## src/rtl/spi_controller_if.sv

```systemverilog
// Request-side handshake bundle for spi_controller: one register write per valid/ready transfer.
interface spi_controller_if;
  logic       req_valid;
  logic       req_ready;
  logic [6:0] req_addr;
  logic [7:0] req_data;
  logic       busy;
  logic       done;

  modport master (
    output req_valid,
    output req_addr,
    output req_data,
    input  req_ready,
    input  busy,
    input  done
  );

  modport slave (
    input  req_valid,
    input  req_addr,
    input  req_data,
    output req_ready,
    output busy,
    output done
  );
endinterface

```

## src/rtl/spi_controller.sv

```systemverilog
// Mode-0, write-only SPI master emitting 16-bit {1'b1, addr, data} frames, MSB first.
module spi_controller #(
  parameter int unsigned CLK_DIV = 4
) (
  input  logic             clk,
  input  logic             rst_n,
  spi_controller_if.slave  req,
  output logic             sclk,
  output logic             cs_n,
  output logic             copi
);

  // copi must outlast the peripheral's 2-FF synchronizer.
  if (CLK_DIV < 4) begin : g_bad_clk_div
    $error("spi_controller: CLK_DIV must be >= 4");
  end

  localparam int unsigned CntW = $clog2(CLK_DIV);
  localparam logic [CntW-1:0] CntLast = CntW'(CLK_DIV - 1);
  localparam logic [CntW-1:0] GapLast = CntW'(CLK_DIV - 2);

  typedef enum logic [2:0] {StIdle, StLead, StHigh, StLow, StLag, StGap} state_e;

  state_e          state_q, state_d;
  logic [CntW-1:0] div_q, div_d;
  logic [3:0]      bit_q, bit_d;
  logic [15:0]     shreg_q, shreg_d;
  logic            sclk_q, sclk_d;
  logic            cs_n_q, cs_n_d;
  logic            copi_q, copi_d;
  logic            ready_q, ready_d;
  logic            busy_q, busy_d;
  logic            done_q, done_d;
  logic            phase_end;

  assign phase_end = (div_q == CntLast);

  always_comb begin
    state_d  = state_q;
    div_d    = div_q + 1'b1;
    bit_d    = bit_q;
    shreg_d  = shreg_q;
    sclk_d   = sclk_q;
    cs_n_d   = cs_n_q;
    copi_d   = copi_q;
    ready_d  = ready_q;
    done_d   = 1'b0;

    unique case (state_q)
      StIdle: begin
        div_d = '0;
        if (req.req_valid && ready_q) begin
          state_d = StLead;
          shreg_d = {1'b1, req.req_addr, req.req_data};
          bit_d   = '0;
          cs_n_d  = 1'b0;
          copi_d  = 1'b1;
          ready_d = 1'b0;
        end
      end
      StLead: begin
        if (phase_end) begin
          state_d = StHigh;
          sclk_d  = 1'b1;
          div_d   = '0;
        end
      end
      StHigh: begin
        if (phase_end) begin
          sclk_d = 1'b0;
          div_d  = '0;
          if (bit_q == 4'd15) begin
            state_d = StLag;
          end else begin
            state_d = StLow;
            // Rotate rather than shift; the register is reloaded on every accept anyway.
            shreg_d = {shreg_q[14:0], shreg_q[15]};
            copi_d  = shreg_q[14];
            bit_d   = bit_q + 4'd1;
          end
        end
      end
      StLow: begin
        if (phase_end) begin
          state_d = StHigh;
          sclk_d  = 1'b1;
          div_d   = '0;
        end
      end
      StLag: begin
        if (phase_end) begin
          state_d = StGap;
          cs_n_d  = 1'b1;
          copi_d  = 1'b0;
          done_d  = 1'b1;
          bit_d   = bit_q + 4'd1;
          div_d   = '0;
        end
      end
      StGap: begin
        // Ends one cycle early: the IDLE cycle completes the CLK_DIV-cycle gap, so a held
        // request is accepted exactly 34*CLK_DIV cycles after the previous one.
        if (div_q == GapLast) begin
          state_d = StIdle;
          ready_d = 1'b1;
          div_d   = '0;
        end
      end
      default: begin
        state_d = StIdle;
        ready_d = 1'b1;
        cs_n_d  = 1'b1;
        sclk_d  = 1'b0;
        copi_d  = 1'b0;
        div_d   = '0;
      end
    endcase

    busy_d = ~ready_d;
  end

  always_ff @(posedge clk or negedge rst_n) begin
    if (!rst_n) begin
      state_q <= StIdle;
      div_q   <= '0;
      bit_q   <= '0;
      shreg_q <= '0;
      sclk_q  <= 1'b0;
      cs_n_q  <= 1'b1;
      copi_q  <= 1'b0;
      ready_q <= 1'b1;
      busy_q  <= 1'b0;
      done_q  <= 1'b0;
    end else begin
      state_q <= state_d;
      div_q   <= div_d;
      bit_q   <= bit_d;
      shreg_q <= shreg_d;
      sclk_q  <= sclk_d;
      cs_n_q  <= cs_n_d;
      copi_q  <= copi_d;
      ready_q <= ready_d;
      busy_q  <= busy_d;
      done_q  <= done_d;
    end
  end

  assign sclk          = sclk_q;
  assign cs_n          = cs_n_q;
  assign copi          = copi_q;
  assign req.req_ready = ready_q;
  assign req.busy      = busy_q;
  assign req.done      = done_q;

endmodule

```

## src/flat_wrapper.sv

```systemverilog
// flat-port wrapper written by rule: the top's interface ports become plain ports
module spi_controller_flat 
#(
  parameter int unsigned CLK_DIV = 4
)
  (clk, rst_n, sclk, cs_n, copi, req_req_valid, req_req_addr, req_req_data, req_req_ready, req_busy, req_done);
  spi_controller_if req_i ();
  input  logic clk;
  input  logic rst_n;
  output logic sclk;
  output logic cs_n;
  output logic copi;
  input wire logic [$bits(req_i.req_valid)-1:0] req_req_valid;
  input wire logic [$bits(req_i.req_addr)-1:0] req_req_addr;
  input wire logic [$bits(req_i.req_data)-1:0] req_req_data;
  output wire logic [$bits(req_i.req_ready)-1:0] req_req_ready;
  output wire logic [$bits(req_i.busy)-1:0] req_busy;
  output wire logic [$bits(req_i.done)-1:0] req_done;
  assign req_i.req_valid = req_req_valid;
  assign req_i.req_addr = req_req_addr;
  assign req_i.req_data = req_req_data;
  assign req_req_ready = req_i.req_ready;
  assign req_busy = req_i.busy;
  assign req_done = req_i.done;
  spi_controller #(.CLK_DIV(CLK_DIV)) u_core (.clk(clk), .rst_n(rst_n), .req(req_i), .sclk(sclk), .cs_n(cs_n), .copi(copi));
endmodule
```

## config.mk

```make
export PLATFORM = sky130hd
export DESIGN_NAME = spi_controller_flat
export DESIGN_NICKNAME = d
export VERILOG_FILES = /design/src/rtl/spi_controller_if.sv /design/src/rtl/spi_controller.sv /design/src/flat_wrapper.sv
export SDC_FILE = /design/constraint.sdc
export NUM_CORES = 1
export LEC_CHECK = 0
export CORE_AREA = 5 5 99 55
export DETAILED_ROUTE_END_ITERATION = 12
export DIE_AREA = 0 0 104 60
export SLEW_MARGIN = 10
export SYNTH_ARGS = -nofsm -noshare
export SYNTH_HDL_FRONTEND = slang
export SYNTH_SLANG_ARGS = --single-unit
```

## constraint.sdc

```tcl
create_clock -name clk -period 2.7 [get_ports clk]
set_input_delay 0.54 -clock clk [delete_from_list [all_inputs] [get_ports clk]]
set_output_delay 0.54 -clock clk [all_outputs]
set_load 0.005 [all_outputs]
```

==> impl_results.md, run 1 <==
- Setup Buffers After CTS: 0
- Tot Pwr: 2.01 mW
- # rows: 18
- Hold Slack: 0.502 ns
- CP Cell Sequence: clkdlybuf4s50_1, and3b_1, a31oi_1, or3_1, buf_4, mux2_4
- Vias in the first global route: 1188
- Clock Tree Buf Depth: 2
- Synth unique cells: 35
- Clock root buffer: clkbuf_8
- Initial antenna violation count: 0
- Syn Nets: 167
- Layout Area Growth over Synthesis: 25.2%
- Leakage power: 0.932 nW
- Critical path origin: req_req_valid
- Period utilization: 73.4%
- Critical path arrival: 2.14 ns
- HP Start: u_core.shreg_q[2]$_DFFE_PN0P_
- Flop pwr share: 36.4%
- Via Count: 1183
- Initial core utilization: 36.5%
- DIE WIDTH: 104 um
- Slew Viols, Final: 0
- Synth async-reset ratio: 100%
- Post-synth top area share: 43.2%
- CP Max Fanout: 16
- PD cells: 954 nW/um^2
- Setup violators final: 0
- CTS tree: built
- Placed cells: 225
- Synth Flop Type: dfrtp_1
- Final Hold Fails: 0
- Global-route wire length before repair: 5.64 mm
- Non-Filler Instances: 233
- #FFs+latches synth: 31
- Final ANT Viol Nets: 0
- Num ports: 24
- Post-Route Setup TNS: 0 ns
- Routed wire per std cell: 13.7 um
- Slowest cell on the critical path: clkdlybuf4s50_1
- DRT Pass-1 Iters: 4
- Outcome: finished, final reports clean
- Seq/Total Area, Yosys: 46.3%
- Logic gate share of total power: 40.2%
- Fin crit period: 1.98 ns
- Cts hold-fix bufs: 0
- Largest stage delay, worst path: 0.47 ns
- IO Port Bufs: 23
- Max-slew headroom: 67.1%
- Detailed Route WL: 3.20 mm
- Number of gates resized after cts: 0
- Top delay family on crit path: buffers and inverters
- Buf+Inv Stages, Crit Path: 2
- Post-Syn Instances: 144
- Clock Sinks: 31
- Max Cap Violations: 0
- Syn Area/Cell: 11.7 sq um
- Fin Clk Skew: 0.00648 ns
- Worst-path clk slew: 0.07 ns
- Ant diodes: 0
- Post-synth top area cell: dfrtp_1
- Worst Slack Setup Final: 0.717 ns
- CTS Buf Count: 5
- CP endpoint kind: flop
- Startpoint types: primary input
- RR Startpoint: u_core.div_q[0]$_DFF_PN0_
- Ys Warns: 0
- Total grt overflow: 0
- Int Pwr: 1.39 mW
- Layout cells sized above 1: 27.7%
- NetSw: 0.612 mW
- Dpl hpwl: 2.35 mm
- Crit Path Class: in -> reg
- GRT Total Usage: 11.4%
- R2R setup slack: 0.72 ns
- Synth top area cells: dfrtp_1 (43%), mux2_2 (14%), mux2_4 (8.0%)
- Core footprint: 4590 sq um
- Worst-Margin Slew: 0.491 ns
- Clock Power Share: 23.4%
- Dpl ws: 0.424 ns
- H-tree levels: 2
- Via density: 5.08
- Switching Fraction: 30.5%
- 1st-iter DRT viols: 63
- Post-synthesis cell area: 1680 sq um
- DIE HEIGHT: 60 um
- Worst Hold Class: reg -> reg
- RSZ-0062 raised after global routing: false
- # nets final: 195
- Routability congestion estimate: 0.706
- Worst-skew pair later-pin latency: 0.28 ns
- Residual DRC count: 0
- Worst VDD drop: 340 uV
- Total die area: 6240 sq um
- Fmax: 504 MHz
- Critical path data required time: 2.86 ns
- Largest net degree at the start of global routing: 32
- Post-synth EDFFs: 0
[Yosys cell counts (2+ instances only)]
| master | number |
|---|---|
| dfrtp_1 | 29 |
| mux2_2 | 21 |
| mux2_4 | 9 |
| inv_1 | 8 |
| nand2_1 | 8 |
| a21oi_1 | 6 |
| o21ai_0 | 6 |
| ha_1 | 5 |
| nand2b_1 | 5 |
| a31oi_1 | 4 |
| clkbuf_1 | 4 |
| mux2i_1 | 4 |
| buf_2 | 3 |
| nand3_1 | 3 |
| nor2_1 | 3 |
| o22ai_1 | 3 |
| a21o_1 | 2 |
| buf_6 | 2 |
| dfstp_2 | 2 |
| nor3_1 | 2 |
[cell usage in the layout, fill, tap and decap left out, drive strengths merged, types with 3 or more instances in the layout]
| cell | Yosys | routed |
|---|---|---|
| mux2 | 30 | 30 |
| dfrtp | 29 | 29 |
| clkdlybuf4s50 | 0 | 23 |
| inv | 8 | 8 |
| nand2 | 8 | 8 |
| buf | 5 | 7 |
| o21ai | 6 | 6 |
| a21oi | 6 | 6 |
| clkbuf | 4 | 6 |
| nand2b | 5 | 5 |
| ha | 5 | 5 |
| mux2i | 4 | 4 |
| a31oi | 4 | 4 |
| o22ai | 3 | 3 |
| nor2 | 3 | 3 |
| nand3 | 3 | 3 |
[area by class of cell]
type,instances,area (sq um)
sequential,31,778
tap,60,75.1
clock buffer,6,82.6
inverter,8,30.0
multi-input combinational,96,818
timing repair buffer,30,283
fill,432,2490
clock inverter,2,35.0
[power by group through the flow]
| stage | clock network (mW) | registers [mW] | logic (mW) |
|---|---|---|---|
| 6_report | 0.470 | 0.730 | 0.806 |
| 5_1_grt | 0.506 | 0.755 | 0.897 |
| 4_1_cts | 0.484 | 0.731 | 0.812 |
| 3_5_place_dp | 0 | 0.739 | 0.806 |
| 3_3_place_gp | 0 | 0.730 | 0.781 |
| 2_1_floorplan | 0 | 0.711 | 0.631 |
[per-stage QoR]
stage | area (sq um) | utilization [%]
final | 2100 | 45.8
after global routing | 2100 | 45.8
after CTS | 2100 | 45.8
after detailed placement | 1980 | 43.2
after global placement | 1980 | 43.2
after floorplan | 1680 | -
[registers in the layout, indices dropped and copies added, names as in the netlist]
signal / flops
u_core.req.done: 1
u_core.req.req_ready: 1
u_core.sclk: 1
u_core.bit_q: 4
u_core.copi: 1
u_core.div_q: 2
u_core.shreg_q: 16
u_core.cs_n: 1
u_core.state_q: 3
u_core.req.busy: 1
[final timing paths]
kind | depth (start not counted) | end
min in group asynchronous | 2 | u_core.bit_q[0]$_DFFE_PN0P_
hold reg to reg | 1 | u_core.shreg_q[2]$_DFFE_PN0P_
max in group asynchronous | 2 | u_core.cs_n$_DFFE_PN1P_
setup / recovery | 6 | u_core.shreg_q[13]$_DFFE_PN0P_
hold / removal | 1 | u_core.shreg_q[2]$_DFFE_PN0P_
setup reg to reg | 5 | u_core.shreg_q[13]$_DFFE_PN0P_
[cells by family (layout without fill, tap and decap cells)]
logic type	after synthesis	count (layout)	synth area share [%]
muxes	34	34	24.5
DFF	31	31	46.3
and+or+nand+nor	29	29	9.76
AOI/OAI and AO/OA	28	28	10.7
buffers and inverters	17	46	4.92
adders and majority gates	5	5	3.73
[layer usage]
layer / global-route usage (%) / share of wire [%]
met5: 0 / 0
met1: 15.2 / 50
met4: 2.77 / 0.63
met3: 3.99 / 4.3
met2: 18.0 / 45
No activity file was read; power rests on OpenSTA's default activity.
==> run 2, diff against run 1 <==
clock period = 1.79 ns   (was 2.7 ns; I/O delays follow)
==> run 2 against run 1 <==
  * Routed wire length grew 16%
  * Non-clock buffer count grew 11
  * Critical path depth stayed put
  * Combinational power grew 74%
  * Via count grew 5.2%
  * Clock-buffer cell count did not move
  * Clock power is 55% higher
==> impl_results.md, run 2 (same netlist as run 1, synthesis figures left out) <==
- Routed wire per std cell: 15.2 um (was 13.7 um)
- Clock Power Share: 22.2% (was 23.4%)
- CTS Buf Count: 5 (unchanged)
- Total die area: 6240 sq um (unchanged)
- DIE WIDTH: 104 um (unchanged)
- Outcome: finished, final reports clean (unchanged)
- Metal3 WL: 143 um (was 136 um)
- Detailed Route WL: 3.71 mm (was 3.20 mm)
- Max Cap Violations: 0 (unchanged)
- Metal-1 WL: 1.99 mm (was 1.61 mm)
- Post-placement cell area: 2100 sq um (was 1980 sq um)
- Dpl ws: -0.238 ns (was 0.424 ns)
- Worst Hold Class: in -> async (was reg -> reg)
- Cts hold-fix bufs: 0 (unchanged)
- Reg2Reg Capture Point: u_core.shreg_q[9]$_DFFE_PN0P_ (was u_core.shreg_q[13]$_DFFE_PN0P_)
- Leakage power: 1.02 nW (was 0.932 nW)
- Fillcell total: 422 (was 432)
- Total grt overflow: 0 (unchanged)
- Fmax: 564 MHz
- CP Cell Sequence: ha_4, nand3_4, a31oi_1, or3_4, clkbuf_16, mux2_4 (was clkdlybuf4s50_1, and3b_1, a31oi_1, or3_1, buf_4, mux2_4)
- Final Cell Area: 2280 sq um (was 2100 sq um)
- Fin crit period: 1.77 ns
- Worst Slack Setup Final: 0.0177 ns (was 0.717 ns)
- Final Util: 49.7% (was 45.8%)
- Critical path data required time: 1.96 ns (was 2.86 ns)
- RR Startpoint: u_core.bit_q[0]$_DFFE_PN0P_ (was u_core.div_q[0]$_DFF_PN0_)
- Max-slew headroom: 79.0% (was 67.1%)
- Final ANT Viol Nets: 0 (unchanged)
- Clock Sinks: 31 (unchanged)
- Residual DRC count: 0 (unchanged)
- R2R setup slack: 0.02 ns (was 0.72 ns)
- Layout cells sized above 1: 34.2% (was 27.7%)
- Worst-skew pair later-pin latency: 0.29 ns (was 0.28 ns)
- Biggest registers after layout: u_core.shreg_q x16, u_core.bit_q x4, u_core.state_q x3 (unchanged)
- Worst-path clk slew: 0.07 ns (about the same)
- Initial antenna violation count: 0 (unchanged)
- H-tree levels: 2 (unchanged)
- Global-route wire length before repair: 5.85 mm (was 5.64 mm)
- Final Hold Fails: 0 (unchanged)
- DRT Pass-1 Iters: 4 (unchanged)
- CTS tree: built (unchanged)
- Num ports: 24 (unchanged)
- PD cells: 1430 nW/um^2 (was 954 nW/um^2)
- CP Max Fanout: 8 (was 16)
- Dpl hpwl: 2.59 mm (was 2.35 mm)
- Layout Area Growth over Synthesis: 36.0% (was 25.2%)
- Largest register by flop count: u_core.shreg_q (unchanged)
- Worst VDD drop: 593 uV (was 340 uV)
- Vias in the first global route: 1214 (was 1188)
- Clock root buffer: clkbuf_8 (unchanged)
- Switching Fraction: 31.3% (was 30.5%)
- Via Count: 1244 (was 1183)
- Clock Tree Buf Depth: 2 (unchanged)
- GRT Total Usage: 12.2% (was 11.4%)
- Via density: 5.10 (was 5.08)
- IO Port Bufs: 23 (unchanged)
- Fin Clk Skew: 0.00567 ns (was 0.00648 ns)
- Slowest cell on the critical path: dfrtp_1 (was clkdlybuf4s50_1)
- Logic gate share of total power: 42.9% (was 40.2%)
- 1st-iter DRT viols: 55 (was 63)
- Largest register FFs: 16 (unchanged)
- Ant diodes: 0 (unchanged)
- Met2 WL: 1.53 mm (was 1.43 mm)
- Hold Slack: 0.425 ns (was 0.502 ns)
- Crit Path Class: reg -> reg (was in -> reg)
- Period utilization: 99.0%
- Core footprint: 4590 sq um (unchanged)
- Int Pwr: 2.25 mW (was 1.39 mW)
- Initial core utilization: 36.5% (unchanged)
- Setup violators final: 0 (unchanged)
- # nets final: 206 (was 195)
- CP endpoint kind: flop (unchanged)
- Tot Pwr: 3.27 mW (was 2.01 mW)
- Commonest non-fill, non-tap cell in the layout: dfrtp_1 (unchanged)
- Top Metal Used: met4 (unchanged)
- DIE HEIGHT: 60 um (unchanged)
- Largest net degree at the start of global routing: 32 (unchanged)
- Flop pwr share: 34.9% (was 36.4%)
- # rows: 18 (unchanged)
- Routability congestion estimate: 0.813 (was 0.706)
- Critical path arrival: 1.95 ns (was 2.14 ns)
- Most frequent cells in the layout: dfrtp_1 (29), clkdlybuf4s50_1 (23), mux2_2 (21) (unchanged)
- Slew Viols, Final: 0 (unchanged)
- Largest stage delay, worst path: 0.42 ns (was 0.47 ns)
- NetSw: 1.02 mW (was 0.612 mW)
- Worst r2r path cells: 6 (was 5)
- Worst-Margin Slew: 0.311 ns (was 0.491 ns)
- Startpoint types: flop (was primary input)
-- run 2: critical path, delay by kind of cell, from the launching register on --
family	cells	cell delay [ns]
adder cells (fa/ha/maj)	1	0.19
AND/OR/NAND/NOR	2	0.48
AO/OA/AOI/OAI	1	0.09
multiplexers	1	0.29
flip-flops	1	0.42
buffers and inverters	1	0.19
-- run 2: worst max-delay path by stage --
stage | from | endpoint | slack (ns) | depth (start not counted)
floorplan | u_core.req.req_ready$_DFF_PN1_ | u_core.shreg_q[10]$_DFFE_PN0P_ | 0.02 | 6
global placement | req_req_valid | u_core.shreg_q[6]$_DFFE_PN0P_ | -0.21 | 6
detailed placement | req_req_valid | u_core.shreg_q[12]$_DFFE_PN0P_ | -0.24 | 6
CTS | u_core.bit_q[0]$_DFFE_PN0P_ | u_core.shreg_q[12]$_DFFE_PN0P_ | 0.03 | 6
global route | u_core.bit_q[0]$_DFFE_PN0P_ | u_core.shreg_q[9]$_DFFE_PN0P_ | -0.02 | 6
finish | u_core.bit_q[0]$_DFFE_PN0P_ | u_core.shreg_q[9]$_DFFE_PN0P_ | 0.02 | 6
-- run 2: power by group through the flow --
stage | logic [mW] | clock network [mW] | registers (mW)
6_report | 1.40 | 0.727 | 1.14
5_1_grt | 1.53 | 0.768 | 1.17
4_1_cts | 1.36 | 0.735 | 1.13
3_5_place_dp | 1.35 | 0 | 1.14
3_3_place_gp | 1.29 | 0 | 1.13
2_1_floorplan | 0.975 | 0 | 1.07
-- run 2: final cells by class --
type	count	area (sq um)	share of cell area [%]
timing repair buffer	41	420	18.4
inverter	8	30.0	1.32
multi-input combinational	96	862	37.8
tap	60	75.1	3.29
sequential	31	778	34.1
clock inverter	2	35.0	1.53
clock buffer	6	82.6	3.62
-- run 2: per-stage QoR --
step	TNS (ns)	std cells
global placement	-3.60	234
finish	0	244
floorplan	0	144
global route	-0.109	244
detailed placement	-3.99	234
CTS	0	242
-- run 2: what timing repair did --
item,4_1_cts,5_1_grt
buffers inserted,0,1
pin swaps,0,0
gates resized for setup,1,4
gates cloned,0,1
setup endpoints to repair,9,3
-- run 2: metal layers --
layer | up-vias | global-route usage [%]
li1 | 596 | -
met2 | 21 | 17.8
met4 | 0 | 4.43
met5 | - | 0
met1 | 620 | 16.9
met3 | 7 | 4.21
==> run 3, diff against run 2 <==
CAP_MARGIN = 30   (was not set)
CTS_BUF_LIST = sky130_fd_sc_hd__clkbuf_16   (was not set)
==> run 3 against run 2 <==
  * Sequential power barely moved
  * Combinational power about the same
  * Clock skew is 0.0023 ns lower
  * Sequential cell count is the same
  * Clock-buffer cell count decreased by 1
  * Power up 5.7%
  * Fmax increased by 0.92%
  * Worst hold slack better by 0.012 ns
  * Utilization hardly changed
  * Clock power is 30% higher
  * Critical path depth unchanged
  * Sequential share of layout area barely moved
  * Critical path type unchanged
  * Critical endpoint is now u_core.shreg_q[6]$_DFFE_PN0P_
  * Highest routed layer unchanged
==> impl_results.md, run 3 (same netlist as run 1, synthesis figures left out) <==
- Outcome: finished, final reports clean (unchanged)
- Final Hold Fails: 0 (unchanged)
- RSZ-0062 raised after global routing: true
- Hold Slack: 0.436 ns (was 0.425 ns)
- Most frequent cells in the layout: dfrtp_1 (29), clkdlybuf4s50_1 (23), mux2_2 (21) (unchanged)
- Leakage power: 1.02 nW (about the same)
- Layout cells sized above 1: 32.8% (was 34.2%)
- Clock Power Share: 27.5% (was 22.2%)
- Vias in the first global route: 1229 (was 1214)
- DIE HEIGHT: 60 um (unchanged)
- 1st-iter DRT viols: 50 (was 55)
- Routability congestion estimate: 0.813 (unchanged)
- CP endpoint kind: flop (unchanged)
- Period utilization: 98.1% (was 99.0%)
- Initial antenna violation count: 0 (unchanged)
- Total grt overflow: 0 (unchanged)
- Crit Path Class: reg -> reg (unchanged)
- Worst-path clk slew: 0.05 ns (was 0.07 ns)
- CTS Buf Count: 5 (unchanged)
- GRT Total Usage: 12.4% (was 12.2%)
- Critical path arrival: 1.91 ns (was 1.95 ns)
- Critical path data required time: 1.95 ns (was 1.96 ns)
- Cts hold-fix bufs: 0 (unchanged)
- Ant diodes: 0 (unchanged)
- DIE WIDTH: 104 um (unchanged)
- Final Util: 49.7% (about the same)
- Largest register by flop count: u_core.shreg_q (unchanged)
- Startpoint types: flop (unchanged)
- # nets final: 205 (was 206)
- CTS tree: built (unchanged)
- Slew Viols, Final: 0 (unchanged)
- Via Count: 1234 (was 1244)
- Routed wire per std cell: 15.1 um (was 15.2 um)
- Int Pwr: 2.42 mW (was 2.25 mW)
- Worst-skew pair later-pin latency: 0.28 ns (was 0.29 ns)
- IO Port Bufs: 23 (unchanged)
- Core footprint: 4590 sq um (unchanged)
- Fmax: 569 MHz (was 564 MHz)
- Max-slew headroom: 77.6% (was 79.0%)
- Biggest registers after layout: u_core.shreg_q x16, u_core.bit_q x4, u_core.state_q x3 (unchanged)
- Total die area: 6240 sq um (unchanged)
- Worst Hold Class: in -> async (unchanged)
- Residual DRC count: 0 (unchanged)
- Largest register FFs: 16 (unchanged)
- Flop pwr share: 32.9% (was 34.9%)
- Fin crit period: 1.76 ns (was 1.77 ns)
- Max Cap Violations: 0 (unchanged)
- Worst-Margin Slew: 0.337 ns (was 0.311 ns)
- Worst VDD drop: 582 uV (was 593 uV)
- Logic gate share of total power: 39.7% (was 42.9%)
- Post-Route Setup TNS: 0 ns (unchanged)
- Dpl hpwl: 2.59 mm (unchanged)
- DRT Pass-1 Iters: 4 (unchanged)
- NetSw: 1.03 mW (was 1.02 mW)
- Setup violators final: 0 (unchanged)
- # rows: 18 (unchanged)
- Clock Sinks: 31 (unchanged)
- Global-route wire length before repair: 5.95 mm (was 5.85 mm)
- CP Max Fanout: 16 (was 8)
- Switching Fraction: 29.8% (was 31.3%)
- Worst Slack Setup Final: 0.0338 ns (was 0.0177 ns)
- Final ANT Viol Nets: 0 (unchanged)
- Largest net degree at the start of global routing: 32 (unchanged)
- H-tree levels: 2 (unchanged)
- Tot Pwr: 3.45 mW (was 3.27 mW)
- Layout Area Growth over Synthesis: 35.9% (was 36.0%)
- PD cells: 1510 nW/um^2 (was 1430 nW/um^2)
- Detailed Route WL: 3.68 mm (was 3.71 mm)
- Fin Clk Skew: 0.00337 ns (was 0.00567 ns)
- Clock root buffer: clkbuf_16 (was clkbuf_8)
- Initial core utilization: 36.5% (unchanged)
- Num ports: 24 (unchanged)
- Dpl ws: -0.238 ns (unchanged)
- Clock Tree Buf Depth: 2 (unchanged)
- Via density: 5.08 (was 5.10)
- Commonest non-fill, non-tap cell in the layout: dfrtp_1 (unchanged)
run 3: worst max-delay path: stages (launching register included):
cell	delay [ns]
dfrtp_1	0.39
ha_2	0.22
nand3_2	0.11
a31oi_1	0.08
or3_1	0.36
buf_12	0.18
mux2_4	0.30
run 3: worst paths after layout:
| check | from | endpoint | slack [ns] | depth (start not counted) |
|---|---|---|---|---|
| max in group asynchronous | rst_n | u_core.req.req_ready$_DFF_PN1_ | 1.11 | 2 |
| min in group clk | u_core.shreg_q[2]$_DFFE_PN0P_ | u_core.shreg_q[2]$_DFFE_PN0P_ | 0.50 | 1 |
| min reg2reg | u_core.shreg_q[2]$_DFFE_PN0P_ | u_core.shreg_q[2]$_DFFE_PN0P_ | 0.50 | 1 |
| max reg2reg | u_core.bit_q[0]$_DFFE_PN0P_ | u_core.shreg_q[6]$_DFFE_PN0P_ | 0.03 | 6 |
| min | rst_n | u_core.div_q[0]$_DFF_PN0_ | 0.44 | 2 |
| max | u_core.bit_q[0]$_DFFE_PN0P_ | u_core.shreg_q[6]$_DFFE_PN0P_ | 0.03 | 6 |
run 3: power groups by stage:
stage	sequential, mW	clock (mW)	combinational [mW]
2_1_floorplan	1.07	0	0.975
3_3_place_gp	1.13	0	1.29
3_5_place_dp	1.14	0	1.35
4_1_cts	1.13	0.963	1.36
5_1_grt	1.16	0.998	1.50
6_report	1.14	0.948	1.37
run 3: through the flow:
| step | cells | instance area [sq um] |
|---|---|---|
| 2_1_floorplan | 144 | 1690 |
| 3_3_place_gp | 234 | 2100 |
| 3_5_place_dp | 234 | 2100 |
| 4_1_cts | 242 | 2270 |
| 5_1_grt | 243 | 2280 |
| 6_report | 243 | 2280 |
run 3: final cells by class:
cell class	instances	area [sq um]
clock buffer	5	125
clock inverter	3	38.8
fill	425	2310
inverter	8	30.0
multi-input combinational	96	840
sequential	31	778
tap	60	75.1
timing repair buffer	40	395
run 3: routing by layer:
metal	routed length, um	GRT usage, %	up-vias
li1	-	-	594
met4	57	4.98	0
met2	1540	18.4	25
met5	0	0	-
met3	149	4.21	8
met1	1930	16.9	607
run 3: what timing repair did:
action	CTS	global route
buffers inserted	0	1
setup endpoints to repair	9	2
resized for setup	1	1
